$ cat config.mk
export PLATFORM = sky130hd
export DESIGN_NAME = mem_access_unit
export DESIGN_NICKNAME = d
export VERILOG_FILES = /design/src/rtl/mem_access_pkg.sv /design/src/rtl/mem_lane_align.sv /design/src/rtl/mem_access_unit.sv
export SDC_FILE = /design/constraint.sdc
export NUM_CORES = 1
export LEC_CHECK = 0
export BUFFER_PORTS_ARGS = -buffer_cell sky130_fd_sc_hd__buf_2
export CAP_MARGIN = 0
export CORE_MARGIN = 5
export CORE_UTILIZATION = 25
export DETAILED_ROUTE_END_ITERATION = 6
export SLEW_MARGIN = 40
export SYNTH_ARGS = -nofsm -noshare
export SYNTH_HDL_FRONTEND = slang
export SYNTH_SLANG_ARGS = --single-unit
$ cat constraint.sdc
create_clock -name clk -period 2.9 [get_ports clk]
set_input_delay 0.435 -clock clk [delete_from_list [all_inputs] [get_ports clk]]
set_output_delay 0.435 -clock clk [all_outputs]
set_load 0.05 [all_outputs]
$ cat src/rtl/mem_access_pkg.sv
// mem_access_pkg: shared word width, size encodings and FSM states for the memory access unit
package mem_access_pkg;
  localparam int WORD_W = 32;
  localparam logic [1:0] SZ_BYTE = 2'b00;
  localparam logic [1:0] SZ_HALF = 2'b01;
  localparam logic [1:0] SZ_WORD = 2'b10;
  typedef enum logic [2:0] {IDLE, RD, WR, WR_REL, RESP} state_t;
endpackage

$ cat src/rtl/mem_lane_align.sv
// mem_lane_align: little-endian lane merge for sub-word stores and lane extract/extend for loads
//  word   in  memory word (old word for merge, read word for extract)
//  wdata  in  right-aligned store data
//  size   in  SZ_* access size
//  lane   in  byte address bits [1:0]
//  sgn    in  sign-extend loads
//  merged out word with only the addressed lane(s) replaced
//  loaded out extracted and extended load data
module mem_lane_align
  import mem_access_pkg::*;
(
  input  logic [WORD_W-1:0] word,
  input  logic [WORD_W-1:0] wdata,
  input  logic [1:0]        size,
  input  logic [1:0]        lane,
  input  logic              sgn,
  output logic [WORD_W-1:0] merged,
  output logic [WORD_W-1:0] loaded
);
  logic [4:0]        sh;
  logic [WORD_W-1:0] mask;
  logic [WORD_W-1:0] s;
  always_comb begin
    sh     = size == SZ_BYTE ? {lane, 3'b000} : size == SZ_HALF ? {lane[1], 4'b0000} : 5'd0;
    mask   = (size == SZ_BYTE ? 32'h0000_00ff : size == SZ_HALF ? 32'h0000_ffff : 32'hffff_ffff) << sh;
    merged = (word & ~mask) | ((wdata << sh) & mask);
    s      = word >> sh;
    loaded = size == SZ_BYTE ? {{24{sgn & s[7]}}, s[7:0]} :
             size == SZ_HALF ? {{16{sgn & s[15]}}, s[15:0]} : word;
  end
endmodule

$ cat src/rtl/mem_access_unit.sv
// mem_access_unit: byte-addressed load/store requests to word-addressed memory, RMW for sub-word stores
//  req_valid/req_ready/req_we/req_size/req_signed/req_addr/req_wdata  request handshake and fields
//  resp_valid/resp_rdata/resp_err                                      one-cycle completion
//  mem_addr/mem_we/mem_wdata/mem_rdata                                 word memory port
module mem_access_unit
  import mem_access_pkg::*;
#(
  parameter int DEPTH_LOG2 = 12,
  parameter int READ_LAT   = 1
) (
  input  logic              clk,
  input  logic              reset_n,
  input  logic              req_valid,
  output logic              req_ready,
  input  logic              req_we,
  input  logic [1:0]        req_size,
  input  logic              req_signed,
  input  logic [31:0]       req_addr,
  input  logic [WORD_W-1:0] req_wdata,
  output logic              resp_valid,
  output logic [WORD_W-1:0] resp_rdata,
  output logic              resp_err,
  output logic [31:0]       mem_addr,
  output logic              mem_we,
  output logic [WORD_W-1:0] mem_wdata,
  input  logic [WORD_W-1:0] mem_rdata
);
  localparam int CW = READ_LAT > 1 ? $clog2(READ_LAT) : 1;
  localparam logic [31:0] AMASK = (32'd1 << DEPTH_LOG2) - 32'd1;
  state_t            state;
  logic [CW-1:0]     cnt;
  logic              we_q;
  logic [1:0]        size_q;
  logic              sgn_q;
  logic [1:0]        lane_q;
  logic [WORD_W-1:0] wdata_q;
  logic [WORD_W-1:0] merged;
  logic [WORD_W-1:0] loaded;
  logic              bad;
  assign bad = (req_size == SZ_HALF && req_addr[0]) || (req_size == SZ_WORD && req_addr[1:0] != 2'b00) ||
               req_size == 2'b11 || (req_addr >> (DEPTH_LOG2 + 2)) != 32'd0;
  mem_lane_align u_align (
    .word   (mem_rdata),
    .wdata  (wdata_q),
    .size   (size_q),
    .lane   (lane_q),
    .sgn    (sgn_q),
    .merged (merged),
    .loaded (loaded)
  );
  always_ff @(posedge clk or negedge reset_n)
    if (!reset_n) begin
      state      <= IDLE;
      cnt        <= '0;
      we_q       <= 1'b0;
      size_q     <= SZ_BYTE;
      sgn_q      <= 1'b0;
      lane_q     <= 2'b00;
      wdata_q    <= '0;
      req_ready  <= 1'b1;
      resp_valid <= 1'b0;
      resp_rdata <= '0;
      resp_err   <= 1'b0;
      mem_addr   <= '0;
      mem_we     <= 1'b0;
      mem_wdata  <= '0;
    end else begin
      resp_valid <= 1'b0;
      case (state)
        IDLE: if (req_valid) begin
          we_q      <= req_we;
          size_q    <= req_size;
          sgn_q     <= req_signed;
          lane_q    <= req_addr[1:0];
          wdata_q   <= req_wdata;
          cnt       <= '0;
          req_ready <= 1'b0;
          if (bad) begin
            state      <= RESP;
            resp_valid <= 1'b1;
            resp_err   <= 1'b1;
            resp_rdata <= '0;
          end else begin
            mem_addr  <= (req_addr >> 2) & AMASK;
            mem_wdata <= req_wdata;
            state     <= req_we && req_size == SZ_WORD ? WR : RD;
          end
        end
        RD: if (cnt == CW'(READ_LAT - 1)) begin
          if (we_q) begin
            mem_wdata <= merged;
            state     <= WR;
          end else begin
            resp_rdata <= loaded;
            resp_err   <= 1'b0;
            resp_valid <= 1'b1;
            state      <= RESP;
          end
        end else cnt <= cnt + 1'b1;
        WR: begin
          mem_we <= 1'b1;
          state  <= WR_REL;
        end
        WR_REL: begin
          mem_we     <= 1'b0;
          resp_valid <= 1'b1;
          resp_rdata <= '0;
          resp_err   <= 1'b0;
          state      <= RESP;
        end
        RESP: begin
          resp_rdata <= '0;
          resp_err   <= 1'b0;
          req_ready  <= 1'b1;
          state      <= IDLE;
        end
        default: state <= IDLE;
      endcase
    end
endmodule

; Yosys cells after proc, flatten, opt, wreduce, memory -nomap -nowiden
; Index checks and enable logic that the tools add are counted.
[word_totals]
out_inout_bits = 100
ff_bits = 122
input_bits = 103
[op_classes]
bitwise = 7
eq_ne = 14
muxes = 37
n_addsub = 1
reduce_logical = 22
n_shift = 3
[ops]
columns = op, n
row1 = $mux W32, 12
row2 = $pmux W32 S3, 1
row3 = $and A32 B32 Y32, 2
row4 = $pmux W32 S2, 1
row5 = $shl A32 B5 Y32, 2
row6 = $not A32 Y32, 1
row7 = $or A32 B32 Y32, 1
row8 = $reduce_bool A32 Y1, 1
row9 = $shr A32 B5 Y16, 1
row10 = $mux W3, 4
row11 = $ne A2 B2 Y1 const B, 6
row12 = $pmux W3 S4, 1
row13 = $mux W1, 10
row14 = $mux W5, 2
row15 = $reduce_and A5 Y1, 2
row16 = $reduce_and A2 Y1, 4
row17 = $reduce_bool A2 Y1, 4
row18 = $eq A3 B2 Y1 const B, 2
row19 = $pmux W1 S2, 3
row20 = $pmux W1 S3, 2
row21 = $eq A2 B1 Y1 const B, 2
row22 = $eq A2 B2 Y1 const B, 2
row23 = $eq A3 B1 Y1 const B, 1
row24 = $eq A3 B3 Y1 const B, 1
row25 = 11 further kinds, 16

; Longest topological paths before layout
[logic_depth]
word_depth = 10
depth_mapped = 8
depth_no_buf = 5

; By module
; A second synthesis with hierarchy kept.
[unflattened]
hier_cells = 789
area_unflattened_um2 = 6666.4
[by_module_without_submodules]
columns = module, area_each_um2, cells_per_inst, n_inst, seq_area_each_um2
row1 = mem_access_unit, 5248.8, 577, 1, 3029.2
row2 = mem_lane_align, 1417.6, 212, 1, 0.0

; Least setup slack after synthesis
; No wires, ideal clock.
[synth_timing]
path_kind = input port to flip-flop
startpoint = in req_addr[17]
endpoint = reg mem_wdata[14]
path_stages = 5
t_arrival_ns = 1.917
t_required_ns = 2.773
slack_ns = 0.855
path_cell_list = nor4_1 -> nand4_1 -> o32ai_4 -> buf_6 -> mux2_1
[synth_via]
elab_chain_cells = 4
[synth_rtl]
columns = element, line
row1 = "start, declared", mem_access_unit.sv:18  ; input logic [31:0] req_addr,
row2 = $reduce_bool A32 Y1, mem_access_unit.sv:41  ; req_size == 2'b11 || (req_addr >> (DEPTH_LOG2 + 2)) != 32'd0;
row3 = $logic_or A1 B1 Y1, mem_access_unit.sv:41
row4 = $ne A2 B2 Y1 (no source line), n/a
row5 = $reduce_and A5 Y1 (no source line), n/a
row6 = "end signal, assigned", mem_access_unit.sv:85  ; mem_wdata <= req_wdata;
row7 = "end signal, assigned", mem_access_unit.sv:91  ; mem_wdata <= merged;
row8 = "end, declared", mem_access_unit.sv:25  ; output logic [WORD_W-1:0] mem_wdata,
; No other way between the ends.
; A chain may end at the register's enable or synchronous reset.

; Worst setup path in the final report
[layout_timing]
startpoint = reg size_q[1]
endpoint = reg mem_wdata[14]
[layout_via]
elab_chain_cells = 10
word_cells_on_any_way = 15
[layout_rtl]
columns = element, line
row1 = "start, declared", mem_access_unit.sv:33  ; logic [1:0] size_q;
row2 = "start signal, assigned", mem_access_unit.sv:72  ; size_q <= req_size;
row3 = $eq A2 B1 Y1, "mem_lane_align.sv:24, mem_lane_align.sv:25"
row4 = $mux W32 / $mux W5 (equally long branches) (2 in series), "mem_lane_align.sv:25, mem_lane_align.sv:24"
row5 = $shl A32 B5 Y32, mem_lane_align.sv:25  ; mask = (size == SZ_BYTE ? 32'h0000_00ff : size == SZ_HALF ? 32'h0000_ffff : 32'hffff_ffff) << sh;
row6 = $not A32 Y32, mem_lane_align.sv:26  ; merged = (word & ~mask) | ((wdata << sh) & mask);
row7 = $and A32 B32 Y32, mem_lane_align.sv:26
row8 = $or A32 B32 Y32 (*), mem_lane_align.sv:26
row9 = $mux W32 (*), mem_access_unit.sv:90  ; if (we_q) begin
row10 = $mux W32 (*), mem_access_unit.sv:89  ; RD: if (cnt == CW'(READ_LAT - 1)) begin
row11 = $pmux W32 S2 (*), mem_access_unit.sv:69  ; case (state)
; Every way passes the cells marked *; elsewhere a longest branch is shown, timed or not. The select of a mux whose other input is x is not followed.

==> impl_metrics.yaml <==
logic_synthesis:
  netlist_area_um2: 6290
  syn_inst: 647
  synth_flop_cell: "dfrtp_1"
  yosys.area.top_type: "dfrtp_1"
  synth_seq_cells: 121
  async_reset_ff_frac: 1.00
  synth.yosys.seq_area_share: 0.481
  synth_edf_count: 0
  syn_area_per_cell_um2: 9.73
  synth_cell_types: 54
  ys_warn_count: 0
  synthTopCellsByArea: "dfrtp_1 (48%), nand2_1 (9.7%), mux2_2 (4.8%), buf_4 (2.9%), mux4_2 (2.5%)"
  synth_top_cell_area_share: 0.477
cts:
  clockBufferDepth: 2
  cts-root-buf: "clkbuf_16"
  clkSlewWorstSetupHoldPaths_ns: 0.06
  post_cts_buffers: 0
  cts_tree: "done"
  ctsHoldBuffers: 0
  numCtsBuffers: 17
  postCtsResizedCells: 0
  clk_latency_ns: 0.42
  htreeDepth: 4
  clock-sinks: 121
sta:
  hold_viol: 38
  skew_ns: 0.00744
  finalHoldWorstSlack_ns: -0.0251
  worstMarginPinSlew_ns: 0.747
  fin_crit_sh: 0.774
  max_freq_ghz: 0.445
  rsz0062_at_grt: "no"
  setup_violations: 0
  layout_setup_ws_ns: 0.654
  fin_crit_ns: 2.25
  fin_tns_setup_ns: 0
  report.final.slew_viol_count: 0
  max-slew-margin-rel: 0.502
power:
  power.density_nw_per_um2: 633
  p_total_mw: 5.18
  p_leak_nw: 4.12
  vdd_drop_max_uv: 317
global_routing:
  grt_pass1_wl_um: 33900
  overflow: 0
  grt_pass1_vias: 5633
  grt_max_degree: 56
  antenna_found_initial: 2
  track_usage: 0.156
setup_path:
  cp.depth: 5
  cp_slowest_cell: "nor3b_2"
  max_stage_delay_ns: 0.57
  cp-end-kind: "flop"
  worst_setup_path_start_kind: "flop"
  r2r_end: "mem_wdata[14]$_DFFE_PN0P_"
  cp_max_fo: 11
  critPathBufInv: 0
  arrival_ns: 2.55
  worst-setup-path-type: "reg -> reg"
  r2r_cells: 5
  r2r_slack_ns: 0.65
  crit-reg2reg-launch: "size_q[1]$_DFFE_PN0P_"
  cp_top_family: "multiplexers"
  crit_chain: "nor3b_2 -> mux2_2 -> mux2i_1 -> o21ai_0 -> mux2_1"
  required_ns: 3.20
drt:
  vias: 5614
  totalWireLength_um: 22400
  dr.pass1.iters: 5
  antenna_left: 0
  first_iter_violations: 511
  vias_per_cell: 4.81
  wl_per_cell_um: 19.2
  drc: 0
flow_run:
  cap_viol_max_count: 0
run_status:
  violations: "negative hold slack"
  status: "complete, but fails checks"
placement:
  detailed_place_hpwl_um: 16600
  post-place-ws_ns: 0.556
  gp_congestion: 0.872
  dpl_cell_area_um2: 7500
  port_buffers: 182
cells_and_area:
  num-fill-cells: 2587
  final_cell_area_um2: 8170
  syn_to_final_growth_pct: 29.9
  nets: 925
  postLayoutCoreUtil: 0.327
  layout-drive-gt1-share: 0.334
floorplanning:
  die_h_um: 169
  coreArea_um2: 25000
  die_area_um2: 28400
  die_w_um: 169
  start_util: 0.252
  row_count: 58
  ios: 203
hold_path:
  hp-class: "in -> async"
==> registers in the layout, summed over array words and instances (netlist names), 2 cells and up <==
signal,flops
lane_q,2
size_q,2
state,3
mem_wdata,32
wdata_q,32
resp_rdata,32
mem_addr,12
==> power by group <==
part | internal (mW) | switching, mW
registers | 1.78 | 0.0999
logic | 0.320 | 0.587
clock network | 1.59 | 0.794
total | 3.69 | 1.48
==> cell type report <==
| type | count | area [um2] | share of cell area |
|---|---|---|---|
| Timing Repair Buffer | 203 | 1100 | 0.135 |
| Sequential cell | 121 | 3030 | 0.371 |
| Multi-Input combinational cell | 474 | 2950 | 0.360 |
| Inverter | 5 | 18.8 | 0.00230 |
| Antenna cell | 2 | 5.00 | 0.000612 |
| Clock inverter | 11 | 191 | 0.0234 |
| Tap cell | 330 | 413 | 0.0505 |
| Clock buffer | 21 | 470 | 0.0576 |
==> worst max path at each step <==
stage | slack, ns | end | startpoint
after global placement | 0.61 | resp_rdata[13]$_DFFE_PN0P_ | req_addr[14]
final | 0.65 | mem_wdata[14]$_DFFE_PN0P_ | size_q[1]$_DFFE_PN0P_
after floorplan | 0.86 | mem_wdata[14]$_DFFE_PN0P_ | req_addr[17]
after detailed placement | 0.56 | resp_rdata[0]$_DFFE_PN0P_ | req_addr[17]
after CTS | 0.67 | mem_wdata[14]$_DFFE_PN0P_ | size_q[1]$_DFFE_PN0P_
after global routing | 0.53 | mem_wdata[14]$_DFFE_PN0P_ | size_q[1]$_DFFE_PN0P_
==> placed cells by master, fill, tap and decap left out, types with 4 or more instances in the layout <==
cell type and n:
a211oi_1 8, a21oi_1 25, a221oi_1 9, a22o_1 15
and3_1 14, buf_2 181, buf_4 19, bufinv_16 5
clkbuf_16 17, conb_1 20, dfrtp_1 120, inv_1 5
mux2_1 4, mux2_2 27, mux2i_1 10, mux4_2 7
nand2_1 162, nor2_1 37, nor2b_1 18, nor4_1 4
o21a_1 16, o21ai_0 18, o22ai_1 9, o2bb2ai_1 17
o311a_1 8, o311ai_1 14
==> per-layer routing <==
layer	vias up	part of all wire	GRT usage
met5	-	0	0
met4	0	0.023	0.0512
met3	36	0.084	0.0404
met2	255	0.48	0.253
met1	2703	0.42	0.203
li1	2620	-	-
==> cell usage after synthesis, types with 4 or more instances <==
master       n
o21ai_0     18
and3_1      14
o21a_1      16
o2bb2ai_1   17
o22ai_1      9
dfrtp_1    120
o311ai_1    14
buf_4       24
nor2b_1     18
mux2_1       4
nor4_1       4
nor2_1      37
buf_6        4
buf_2        9
mux2_2      27
o311a_1      8
inv_1        5
a221oi_1     9
a22o_1      15
a21oi_1     26
mux2i_1     10
clkbuf_1    27
nand2_1    162
a211oi_1     8
mux4_2       7
==> kinds of logic (layout without fill, tap and decap cells) <==
| kind of cell | after synthesis | after routing | share of synthesized area |
|---|---|---|---|
| and+or+nand+nor | 253 | 253 | 0.177 |
| DFF | 121 | 121 | 0.481 |
| buffers and inverters | 71 | 240 | 0.0632 |
| AOI/OAI and AO/OA | 153 | 153 | 0.182 |
| muxes | 48 | 48 | 0.0964 |
| other | 1 | 22 | 0.000596 |
==> stage by stage <==
step	hold WS (ns)	instances
2_1_floorplan	0.139	666
3_3_place_gp	0.446	1133
3_5_place_dp	0.462	1133
4_1_cts	0.0997	1165
5_1_grt	0.0169	1167
6_report	-0.0251	1167
No activity file was read; power rests on OpenSTA's default activity.
